--- src/rtl/uart_tx_arb_pkg.sv ---
// Shared constants and helpers for the packet-locked UART transmit arbiter.
package uart_tx_arb_pkg;

   localparam int unsigned ARB_N_REQ = 4;
   localparam int unsigned BYTE_W    = 8;

   // Round-robin successor of index g among n requesters.
   function automatic int unsigned next_idx(input int unsigned g, input int unsigned n);
      return (g + 32'd1 >= n) ? 32'd0 : g + 32'd1;
   endfunction

endpackage

--- src/rtl/uart_tx_arb_rr_pick.sv ---
// Combinational round-robin picker: first asserted request at or after ptr, with wrap.
module uart_tx_arb_rr_pick
   import uart_tx_arb_pkg::*;
#(
   parameter int unsigned N  = ARB_N_REQ,
   parameter int unsigned IW = $clog2(N)
) (
   input  logic [N-1:0]  req,
   input  logic [IW-1:0] ptr,
   output logic [N-1:0]  gnt,
   output logic [IW-1:0] idx
);

   always_comb begin
      logic          found;
      logic [IW-1:0] j;
      gnt   = '0;
      idx   = '0;
      found = 1'b0;
      j     = '0;
      for (int unsigned i = 0; i < N; i++) begin
         j = IW'((32'(ptr) + i) % N);
         if (!found && req[j]) begin
            found  = 1'b1;
            gnt[j] = 1'b1;
            idx    = j;
         end
      end
   end

endmodule

--- src/rtl/uart_tx_arb.sv ---
// Shares one uart_tx serializer among N_REQ byte streams, one whole packet per grant,
// with timeouts for stalled requesters and a serializer that never starts.
module uart_tx_arb
   import uart_tx_arb_pkg::*;
#(
   parameter int unsigned N_REQ    = ARB_N_REQ,
   parameter int unsigned START_TO = 8,
   parameter int unsigned HOLD_TO  = 65535
) (
   input  logic                    clk,
   input  logic                    rst_n,
   input  logic [N_REQ-1:0]        req_vld,
   input  logic [N_REQ*BYTE_W-1:0] req_data,
   input  logic [N_REQ-1:0]        req_last,
   output logic [N_REQ-1:0]        req_rdy,
   output logic                    tx_req,
   output logic [BYTE_W-1:0]       tx_din,
   input  logic                    tx_idle,
   output logic [N_REQ-1:0]        grant,
   output logic                    busy,
   output logic                    err
);

   localparam int unsigned   IW        = $clog2(N_REQ);
   localparam int unsigned   T_MAX     = (HOLD_TO > START_TO) ? HOLD_TO : START_TO;
   localparam int unsigned   TW        = $clog2(T_MAX + 1);
   localparam logic [TW-1:0] HOLD_LIM  = TW'(HOLD_TO - 1);
   localparam logic [TW-1:0] START_LIM = TW'(START_TO - 1);

   typedef enum logic [1:0] {IDLE, LOAD, WAIT_START, WAIT_DONE} state_t;

   state_t            state;
   logic [IW-1:0]     ptr;
   logic [IW-1:0]     g_idx;
   logic [IW-1:0]     ptr_next;
   logic [TW-1:0]     timer;
   logic              last_q;
   logic [N_REQ-1:0]  pick_gnt;
   logic [IW-1:0]     pick_idx;
   logic [BYTE_W-1:0] req_byte [N_REQ];

   for (genvar i = 0; i < N_REQ; i++) begin : g_byte
      assign req_byte[i] = req_data[i*BYTE_W +: BYTE_W];
   end

   uart_tx_arb_rr_pick #(.N(N_REQ), .IW(IW)) u_rr_pick (
      .req (req_vld),
      .ptr (ptr),
      .gnt (pick_gnt),
      .idx (pick_idx)
   );

   // Only the owner can be accepted, and only while a byte is being loaded.
   assign req_rdy  = (state == LOAD) ? (grant & req_vld) : '0;
   assign ptr_next = IW'(next_idx(32'(g_idx), N_REQ));

   always_ff @(posedge clk or negedge rst_n) begin
      if (!rst_n) begin
         state  <= IDLE;
         grant  <= '0;
         g_idx  <= '0;
         ptr    <= '0;
         timer  <= '0;
         last_q <= 1'b0;
         tx_req <= 1'b0;
         tx_din <= '0;
         busy   <= 1'b0;
         err    <= 1'b0;
      end else begin
         tx_req <= 1'b0;
         err    <= 1'b0;
         case (state)
            IDLE: begin
               if (|req_vld) begin
                  grant <= pick_gnt;
                  g_idx <= pick_idx;
                  busy  <= 1'b1;
                  timer <= '0;
                  state <= LOAD;
               end
            end
            LOAD: begin
               if (req_vld[g_idx]) begin
                  tx_din <= req_byte[g_idx];
                  tx_req <= 1'b1;
                  last_q <= req_last[g_idx];
                  timer  <= '0;
                  state  <= WAIT_START;
               end else if (timer == HOLD_LIM) begin
                  err   <= 1'b1;
                  ptr   <= ptr_next;
                  grant <= '0;
                  busy  <= 1'b0;
                  timer <= '0;
                  state <= IDLE;
               end else begin
                  timer <= timer + TW'(1);
               end
            end
            WAIT_START: begin
               // uart_tx drops its idle flag one cycle after tx_req, so skip that cycle.
               if (!tx_req && !tx_idle) begin
                  timer <= '0;
                  state <= WAIT_DONE;
               end else if (timer == START_LIM) begin
                  err   <= 1'b1;
                  ptr   <= ptr_next;
                  grant <= '0;
                  busy  <= 1'b0;
                  timer <= '0;
                  state <= IDLE;
               end else begin
                  timer <= timer + TW'(1);
               end
            end
            WAIT_DONE: begin
               if (tx_idle) begin
                  timer <= '0;
                  if (last_q) begin
                     ptr   <= ptr_next;
                     grant <= '0;
                     busy  <= 1'b0;
                     state <= IDLE;
                  end else begin
                     state <= LOAD;
                  end
               end
            end
            default: state <= IDLE;
         endcase
      end
   end

endmodule

--- config.mk ---
export PLATFORM = sky130hd
export DESIGN_NAME = uart_tx_arb
export DESIGN_NICKNAME = d
export VERILOG_FILES = /design/src/rtl/uart_tx_arb_pkg.sv /design/src/rtl/uart_tx_arb_rr_pick.sv /design/src/rtl/uart_tx_arb.sv
export SDC_FILE = /design/constraint.sdc
export NUM_CORES = 1
export LEC_CHECK = 0
export CAP_MARGIN = 0
export CORE_AREA = 10 10 132 86
export CTS_BUF_LIST = sky130_fd_sc_hd__clkbuf_16
export CTS_CLUSTER_SIZE = 28
export DETAILED_ROUTE_END_ITERATION = 6
export DIE_AREA = 0 0 142 96
export GPL_ROUTABILITY_DRIVEN = 0
export PLACE_DENSITY = 0.62
export SYNTH_ARGS = -nofsm -noshare
export SYNTH_HDL_FRONTEND = slang
export SYNTH_SLANG_ARGS = --single-unit
--- constraint.sdc ---
create_clock -name clk -period 2.6 [get_ports clk]
set_clock_uncertainty 0.15 [all_clocks]
set_input_delay 0.26 -clock clk [delete_from_list [all_inputs] [get_ports clk]]
set_output_delay 0.26 -clock clk [all_outputs]
set_load 0.05 [all_outputs]
# Word level (Yosys, flattened, before mapping)
# Cells that the tools add are included.
[word_totals] wordCells=148 inputBits=43 reg_bits=38
[classes] eq_ne=14 addsub=5 bitwise_logic=5 muxes=81 reduce_logical=22 n_lt_le_gt_ge=11
[ops] op="$mux 16" count=6
[ops] op="$pmux 16 s4" count=1
[ops] op="$mux 4" count=12
[ops] op="$mux 2" count=17
[ops] op="$mux 1" count=27
[ops] op="$add 16x1->16 const B" count=1
[ops] op="$bmux 8 s2" count=1
[ops] op="$eq 16x16->1 const B" count=1
[ops] op="$eq 16x3->1 const B" count=1
[ops] op="$mux 8" count=2
[ops] op="$pmux 4 s4" count=1
[ops] op="$lt 2x3->1 const B" count=5
[ops] op="$reduce_and 7->1" count=2
[ops] op="$bmux 1 s2" count=6
[ops] op="$ne 2x2->1 const B" count=6
[ops] op="$or 4x4->4" count=3
[ops] op="$demux 1 s2" count=4
[ops] op="$ge 2x1->1 const B" count=4
[ops] op="$logic_and 1x1->1" count=8
[ops] op="$pmux 2 s4" count=1
[ops] op="$ge 3x3->1 const B" count=2
[ops] op="$pmux 2 s3" count=1
[ops] op="$reduce_and 2->1" count=3
[ops] op="$logic_not 1->1" count=5
[ops] op="16 further kinds" count=18

# Depth between registers and ports, before layout
# Gate-level depths: netlist (run 1).
[logic_depth] depth_word=14 ltp_mapped=11 ltp_nobuf=8

# Cells and area by module
# From an unflattened synthesis (run 1), not the netlist that was laid out.
[unflattened] hier_cells=249 hier_area_um2=2685.1
[by_module_without_submodules] mod="uart_tx_arb" instances=1 cells_per_inst=203 seq_area_each_um2=950.9 area_each_um2=2265.9
[by_module_without_submodules] mod="uart_tx_arb_rr_pick" instances=1 cells_per_inst=46 seq_area_each_um2=0.0 area_each_um2=419.2

# Least setup slack after synthesis (run 1)
# OpenSTA, ideal clock, no wires.
[synth_timing] kind="reg-to-reg" from="register ptr[0]" to="register grant[0]" n_path_buf=3 setup_ps=128 arrival_ps=2499 required_ps=2322 stages_incl_launch_ff=10 slack_ps=-177 path_cell_list="dfrtp_1 > buf_2 > buf_2 > inv_1 > ha_1 > buf_2 > mux4_2 > a221oi_1 > o2bb2ai_1 > mux2_1"
[synth_between] elab_chain_len=14 elab_cells_between_ends=49
[synth_rtl] element="start: declaration" line_no="uart_tx_arb.sv:33" source="logic [IW-1:0] ptr;"
[synth_rtl] element="start signal: assignment" line_no="uart_tx_arb.sv:91" source="ptr <= ptr_next;"
[synth_rtl] element="start signal: assignment" line_no="uart_tx_arb.sv:107" source="ptr <= ptr_next;"
[synth_rtl] element="start signal: assignment" line_no="uart_tx_arb.sv:120" source="ptr <= ptr_next;"
[synth_rtl] element="branches (longest 11 deep; another with $lt 2x3->1)"
[synth_rtl] element="$mux 4 *" line_no="uart_tx_arb_rr_pick.sv:23" source="if (!found && req[j]) begin"
[synth_rtl] element="$mux 4 *" line_no="uart_tx_arb.sv:74" source="if (|req_vld) begin"
[synth_rtl] element="$pmux 4 s4 *" line_no="uart_tx_arb.sv:72" source="case (state)"
[synth_rtl] element="end signal: assignment" line_no="uart_tx_arb.sv:75" source="grant <= pick_gnt;"
[synth_rtl] element="end: declaration" line_no="uart_tx_arb.sv:19" source="output logic [N_REQ-1:0] grant,"
# Every way passes the cells marked *. The select of a mux whose other input is x is not followed.
# A chain may end at the register's enable or synchronous reset.

# Final worst setup path (run 1)
[layout_timing] from="register timer[0]" to="register busy"
[layout_between] elab_chain_len=3 elab_cells_between_ends=5
[layout_rtl] element="start: declaration" line_no="uart_tx_arb.sv:36" source="logic [TW-1:0] timer;"
[layout_rtl] element="start signal: assignment" line_no="uart_tx_arb.sv:97" source="timer <= timer + TW'(1);"
[layout_rtl] element="start signal: assignment" line_no="uart_tx_arb.sv:113" source="timer <= timer + TW'(1);"
[layout_rtl] element="$eq 16x3->1 / $eq 16x16->1 (equally long branches)" line_no="uart_tx_arb.sv:105, uart_tx_arb.sv:89"
[layout_rtl] element="$ne 2x2->1 (no source line) / $ne 2x1->1 (equally long branches)"
[layout_rtl] element="$reduce_and 7->1 (no source line) *"
[layout_rtl] element="end signal: assignment" line_no="uart_tx_arb.sv:93" source="busy <= 1'b0;"
[layout_rtl] element="end signal: assignment" line_no="uart_tx_arb.sv:109" source="busy <= 1'b0;"
[layout_rtl] element="end signal: assignment" line_no="uart_tx_arb.sv:122" source="busy <= 1'b0;"
[layout_rtl] element="end: declaration" line_no="uart_tx_arb.sv:20" source="output logic busy,"
# Every way passes the cells marked *; elsewhere a longest branch is shown, timed or not.

==> results.yml, run 1 <==
worst_setup_path:
  cp_max_fo: 6
  critical_path.top_delay_family: "simple AND/OR/NAND/NOR gates"
  path_buf_inv: 0
  worstPathArrival_ps: 2440
  startpoint_type: "register"
  criticalPathCategory: "register to register"
  end_kind: "register"
  crit_path_top_delay_cell: "dfrtp_1"
  path_cells: "ha_1, nor4b_1, nand4_1, nand2_1, o221ai_2, a211o_1, mux2_1"
  max_stage_delay_ps: 430
  required_ps: 2610
cts:
  clk_latency_ps: 290
  tritoncts: "done"
  root_buffer: "clkbuf_16"
  cts_buffer_depth: 2
  cts.clk_slew.worst_paths_ps: 60
  cts_setup_buffers: 0
  numCtsBuffers: 5
  clock_sinks: 38
  h-tree-depth: 2
die:
  core-area_um2: 8919
  initial_core_util: 0.2946
  die_h_um: 96
  dieArea_um2: 13630
  boundaryPins: 62
  rows: 27
  die_x_um: 142
timing:
  min_period_over_period: 0.9339
  period_needed_ps: 2428
  worst_pin_slew_ps: 855.0
  fin_tns_setup_ps: 0
  slew_headroom: 0.4300
  setup_viol_count_final: 0
  hold_viol_final: 0
  rsz0062_at_grt: "false"
  finalMaxSlewViolations: 0
  max_freq_ghz: 0.4118
grt:
  gr-total-overflow: 0
  antenna_found_initial: 0
  grt_max_degree: 39
  grt_pass1_wl_um: 12190
  grt_pass1_vias: 2370
  track_usage: 0.1095
logic_synthesis:
  synth_cell_types: 52
  synth_area_per_cell_um2: 10.55
  yosys_warnings: 0
  ys_seq_elements: 38
  synth_area_um2: 2628
  yosysSeqAreaShare: 0.3619
  synth_ff_type: "dfrtp_1"
  syn_inst: 249
  synth-edff-count: 0
  synthArstFlopShare: 1.000
  synth_nets: 307
detailed_routing:
  wirelength_um: 7216
  viasPerCell: 5.112
  drt_iter0_markers: 214
  vias: 2290
  drc: 0
  wl_per_cell_um: 16.11
  firstDrtPassIters: 4
  ant_nets: 0
power_and_ir_drop:
  p_leak_nw: 1.525
  ir_drop_v: 0.0004173
  powerDensity_nw_per_um2: 1057
run:
  maxCapViolCount: 0
layout:
  post-route-util: 0.4120
  nets: 389
  layout-drive-gt1-share: 0.2169
  area_delta_synth_final_pct: 39.86
  antenna_cells: 0
  fillers: 888
min_path:
  min_path_type: "register to register"
place:
  placement.io_buffers: 61
  hpwl_um: 5727
status:
  status: "completed"
==> power by group <==
part           internal, W  switching, W  leakage (nW)
registers         0.000759      0.000117         0.494
clock network     0.000350      0.000246        0.0672
logic              0.00105       0.00136         0.963
==> worst paths after layout <==
| check | start | to | slack [ps] | cells past startpoint |
|---|---|---|---|---|
| min in group asynchronous | rst_n | timer[0] | 490 | 2 |
| worst max register to register | timer[0] | busy | 170 | 7 |
| worst min register to register | busy | busy | 350 | 1 |
| worst max-delay path | timer[0] | busy | 170 | 7 |
| worst min-delay path | busy | busy | 350 | 1 |
| max in group asynchronous | rst_n | timer[13] | 1280 | 2 |
==> stage by stage <==
step | area (um^2) | hold WS [ps] | setup slack [ps] | total power (W) | cells
floorplan | 2674 | -185.6 | 21.63 | 0.002600 | 249
global placement | 3518 | 277.0 | 128.0 | 0.003253 | 439
detailed placement | 3518 | 284.9 | 57.94 | 0.003291 | 439
CTS | 3670 | 360.8 | 179.8 | 0.003901 | 448
global route | 3675 | 378.0 | 14.56 | 0.004166 | 448
finish | 3675 | 351.0 | 171.8 | 0.003885 | 448
==> state kept, by name, summed over array words and instances (netlist names), 2 cells and up <==
signal and flops:
timer 16, tx_din 8, grant 4, g_idx 2, ptr 2, state 2
==> layer usage <==
metal / up-vias / part of all wire / global-route usage
met5: - / 0 / 0
met4: 0 / 0.0098 / 0.03305
met3: 5 / 0.085 / 0.03935
met2: 75 / 0.40 / 0.1547
met1: 1109 / 0.51 / 0.1522
li1: 1101 / - / -
==> cell type report <==
cell class | count | area (um^2) | area share
sequential | 38 | 950.9 | 0.2588
clock buffer | 5 | 125.1 | 0.03405
inverter | 16 | 60.06 | 0.01634
tap | 116 | 145.1 | 0.03950
multi-input combinational | 187 | 1614 | 0.4392
clock inverter | 3 | 16.27 | 0.004426
timing repair buffer | 83 | 763.2 | 0.2077
==> worst register-to-register path, cell delays in order, from the launching register on <==
cell,delay (ps)
dfrtp_1,430
ha_1,290
nor4b_1,270
nand4_1,220
nand2_1,140
o221ai_2,100
a211o_1,360
mux2_1,350
==> cell families after synthesis <==
| group | after synthesis | synth area share |
|---|---|---|
| simple gates | 81 | 0.1748 |
| buf+inv | 24 | 0.03619 |
| xor+xnor | 7 | 0.02333 |
| mux | 32 | 0.1900 |
| fa+ha+maj | 15 | 0.07143 |
| compound gates | 52 | 0.1424 |
| flops | 38 | 0.3619 |
==> Yosys cell counts, drive strengths merged (4+ instances only) <==
cell	number	area [um^2]
a21oi	6	33.78
a221oi	5	43.79
and3	6	42.54
buf	5	23.77
dfrtp	38	950.9
ha	15	187.7
inv	16	60.06
mux2	17	198.9
mux4	12	270.3
nand2	15	56.30
nand2b	6	37.54
nand3	8	40.04
nand4	7	58.81
nor2	19	71.32
nor3	5	25.02
o21ai	16	83.83
o2bb2ai	6	52.55
xor2	4	35.03
==> cell usage in the layout (no fill, tap or decap), drive strengths merged, types with 8 or more instances in the layout <==
master	n
o21ai	16
nor2	19
nand3	8
nand2	15
clkdlybuf4s50	56
buf	26
inv	16
mux2	17
ha	15
dfrtp	38
mux4	12
==> what timing repair did <==
item	4_1_cts	5_1_grt
hold buffers	1	0
gates resized for setup	0	2
endpoints found under the setup margin	0	8
hold endpoints to repair	38	0
No activity file was read; power rests on OpenSTA's default activity.
==> run 2, diff against run 1 <==
--- a/constraint.sdc
+++ b/constraint.sdc
@@ -4,2 +4,2 @@
 set_output_delay 0.26 -clock clk [all_outputs]
-set_load 0.05 [all_outputs]
+set_load 0.005 [all_outputs]
==> run 2 against run 1 <==
  * Critical path depth grew 1
  * Highest routed layer unchanged
  * Via count rose by 0.87%
  * Global-route usage fell by 0.14 points
  * Sequential power is essentially flat
  * Register-to-register slack gained 50 ps
  * Worst setup slack improved by 49 ps
  * Non-clock buffer count down 1
==> results.yml, run 2 (same netlist as run 1, synthesis figures left out) <==
grt:
  gr-usage-met3: 0.03788
  busiest_layer: "met1"
  track_usage: 0.1081
  grt_max_degree: 39
  antenna_found_initial: 0
  grt_pass1_vias: 2314
  grt_util_met2: 0.1485
  gr-total-overflow: 0
  grt_pass1_wl_um: 11960
  gr-usage-met1: 0.1556
power_and_ir_drop:
  powerDensity_nw_per_um2: 946.5
  power_w: 0.003479
  p_leak_nw: 1.515
  ir_drop_v: 0.0003446
place:
  placement.io_buffers: 61
  place_inst: 438
  hpwl_um: 5766
  dpl_cell_area_um2: 3521
worst_setup_path:
  required_ps: 2670
  end_kind: "register"
  startpoint_type: "register"
  worstPathArrival_ps: 2450
  cp_max_fo: 8
  criticalPathCategory: "register to register"
detailed_routing:
  drc: 0
  wl_per_cell_um: 16.14
  drt_iter0_markers: 205
  ant_nets: 0
  viasPerCell: 5.179
  wirelength_um: 7198
  firstDrtPassIters: 4
  vias: 2310
timing:
  worst_pin_slew_ps: 866.4
  period_needed_ps: 2380
  fin_tns_setup_ps: 0
  slew_headroom: 0.4224
  finalMaxSlewViolations: 0
  rsz0062_at_grt: "false"
  min_period_over_period: 0.9152
  max_freq_ghz: 0.4202
  hold_viol_final: 0
  setup_viol_count_final: 0
layout:
  instances_no_fill: 446
  layout-drive-gt1-share: 0.2000
  fin_area_um2: 3676
  mostFrequentLayoutCells: "clkdlybuf4s50_1 (60), dfrtp_1 (38), buf_4 (20), nor2_1 (17), inv_1 (16)"
  nets: 388
  top_register: "timer"
  antenna_cells: 0
  largest_reg_flops: 16
  post-route-util: 0.4122
  final_common_cell: "clkdlybuf4s50_1"
  area_delta_synth_final_pct: 39.90
  reg_top3: "timer: 16 flops, tx_din: 8 flops, grant: 4 flops"
die:
  die_x_um: 142
  core-area_um2: 8919
  dieArea_um2: 13630
  boundaryPins: 62
  rows: 27
  die_h_um: 96
  initial_core_util: 0.2946
cts:
  tritoncts: "done"
  clock_sinks: 38
  root_buffer: "clkbuf_16"
  cts.clk_slew.worst_paths_ps: 50
  h-tree-depth: 2
  clk_latency_ps: 280
  cts_buffer_depth: 2
  cts_setup_buffers: 0
  numCtsBuffers: 5
min_path:
  min_path_type: "register to register"
status:
  status: "completed"
run:
  maxCapViolCount: 0
run 2: path summary, 6_finish.rpt:
check | from | end | slack (ps) | cells past startpoint
worst max register to register | ptr[1] | grant[1] | 220 | 8
worst min register to register | busy | busy | 350 | 1
max in group asynchronous | rst_n | timer[7] | 1260 | 2
min in group asynchronous | rst_n | err | 480 | 2
worst max-delay path | ptr[1] | grant[1] | 220 | 8
worst min-delay path | busy | busy | 350 | 1
run 2: timing repair:
| action | in CTS | in global routing |
|---|---|---|
| endpoints found under the setup margin | 0 | 14 |
| gates resized for setup | 0 | 2 |
| hold endpoints to repair | 38 | 0 |
| hold buffers | 1 | 0 |
run 2: layout make-up:
class | instances | area [um^2]
Timing Repair Buffer | 82 | 765.7
Inverter | 16 | 60.06
Fill cell | 889 | 5243
Clock inverter | 2 | 11.26
Sequential cell | 38 | 950.9
Multi-Input combinational cell | 187 | 1618
Clock buffer | 5 | 125.1
Tap cell | 116 | 145.1
run 2: worst max-delay path, cell delays in order, from the launching register on:
cell       delay, ps
dfrtp_1          340
inv_1             80
ha_1             320
mux4_2           630
nor2_1           120
nand4_1          130
nor2_1           250
o2bb2ai_1        150
mux2_1           140
run 2: where the power goes:
| part | switching [W] | internal [W] |
|---|---|---|
| registers | 0.000115 | 0.000760 |
| clock network | 0.000226 | 0.000346 |
| logic | 0.000987 | 0.00105 |
run 2: stage by stage:
step	hold slack, ps	worst slack [ps]
floorplan	-185.6	21.69
global placement	275.2	131.9
detailed placement	280.4	67.42
CTS	353.6	171.5
global route	372.8	5.883
finish	352.4	220.4
run 2: per-layer routing:
layer | part of all wire | up-vias | wire [um]
met5 | 0 | - | 0
met4 | 0.011 | 0 | 77
met3 | 0.083 | 8 | 598
met2 | 0.40 | 93 | 2870
met1 | 0.51 | 1107 | 3652
li1 | - | 1102 | -
==> run 3, diff against run 2 <==
--- a/constraint.sdc
+++ b/constraint.sdc
@@ -4,2 +4,2 @@
 set_output_delay 0.26 -clock clk [all_outputs]
-set_load 0.005 [all_outputs]
+set_load 0.05 [all_outputs]
==> results of run 3 <==
Final layout, timing and power as in run 1 (identical DEF).
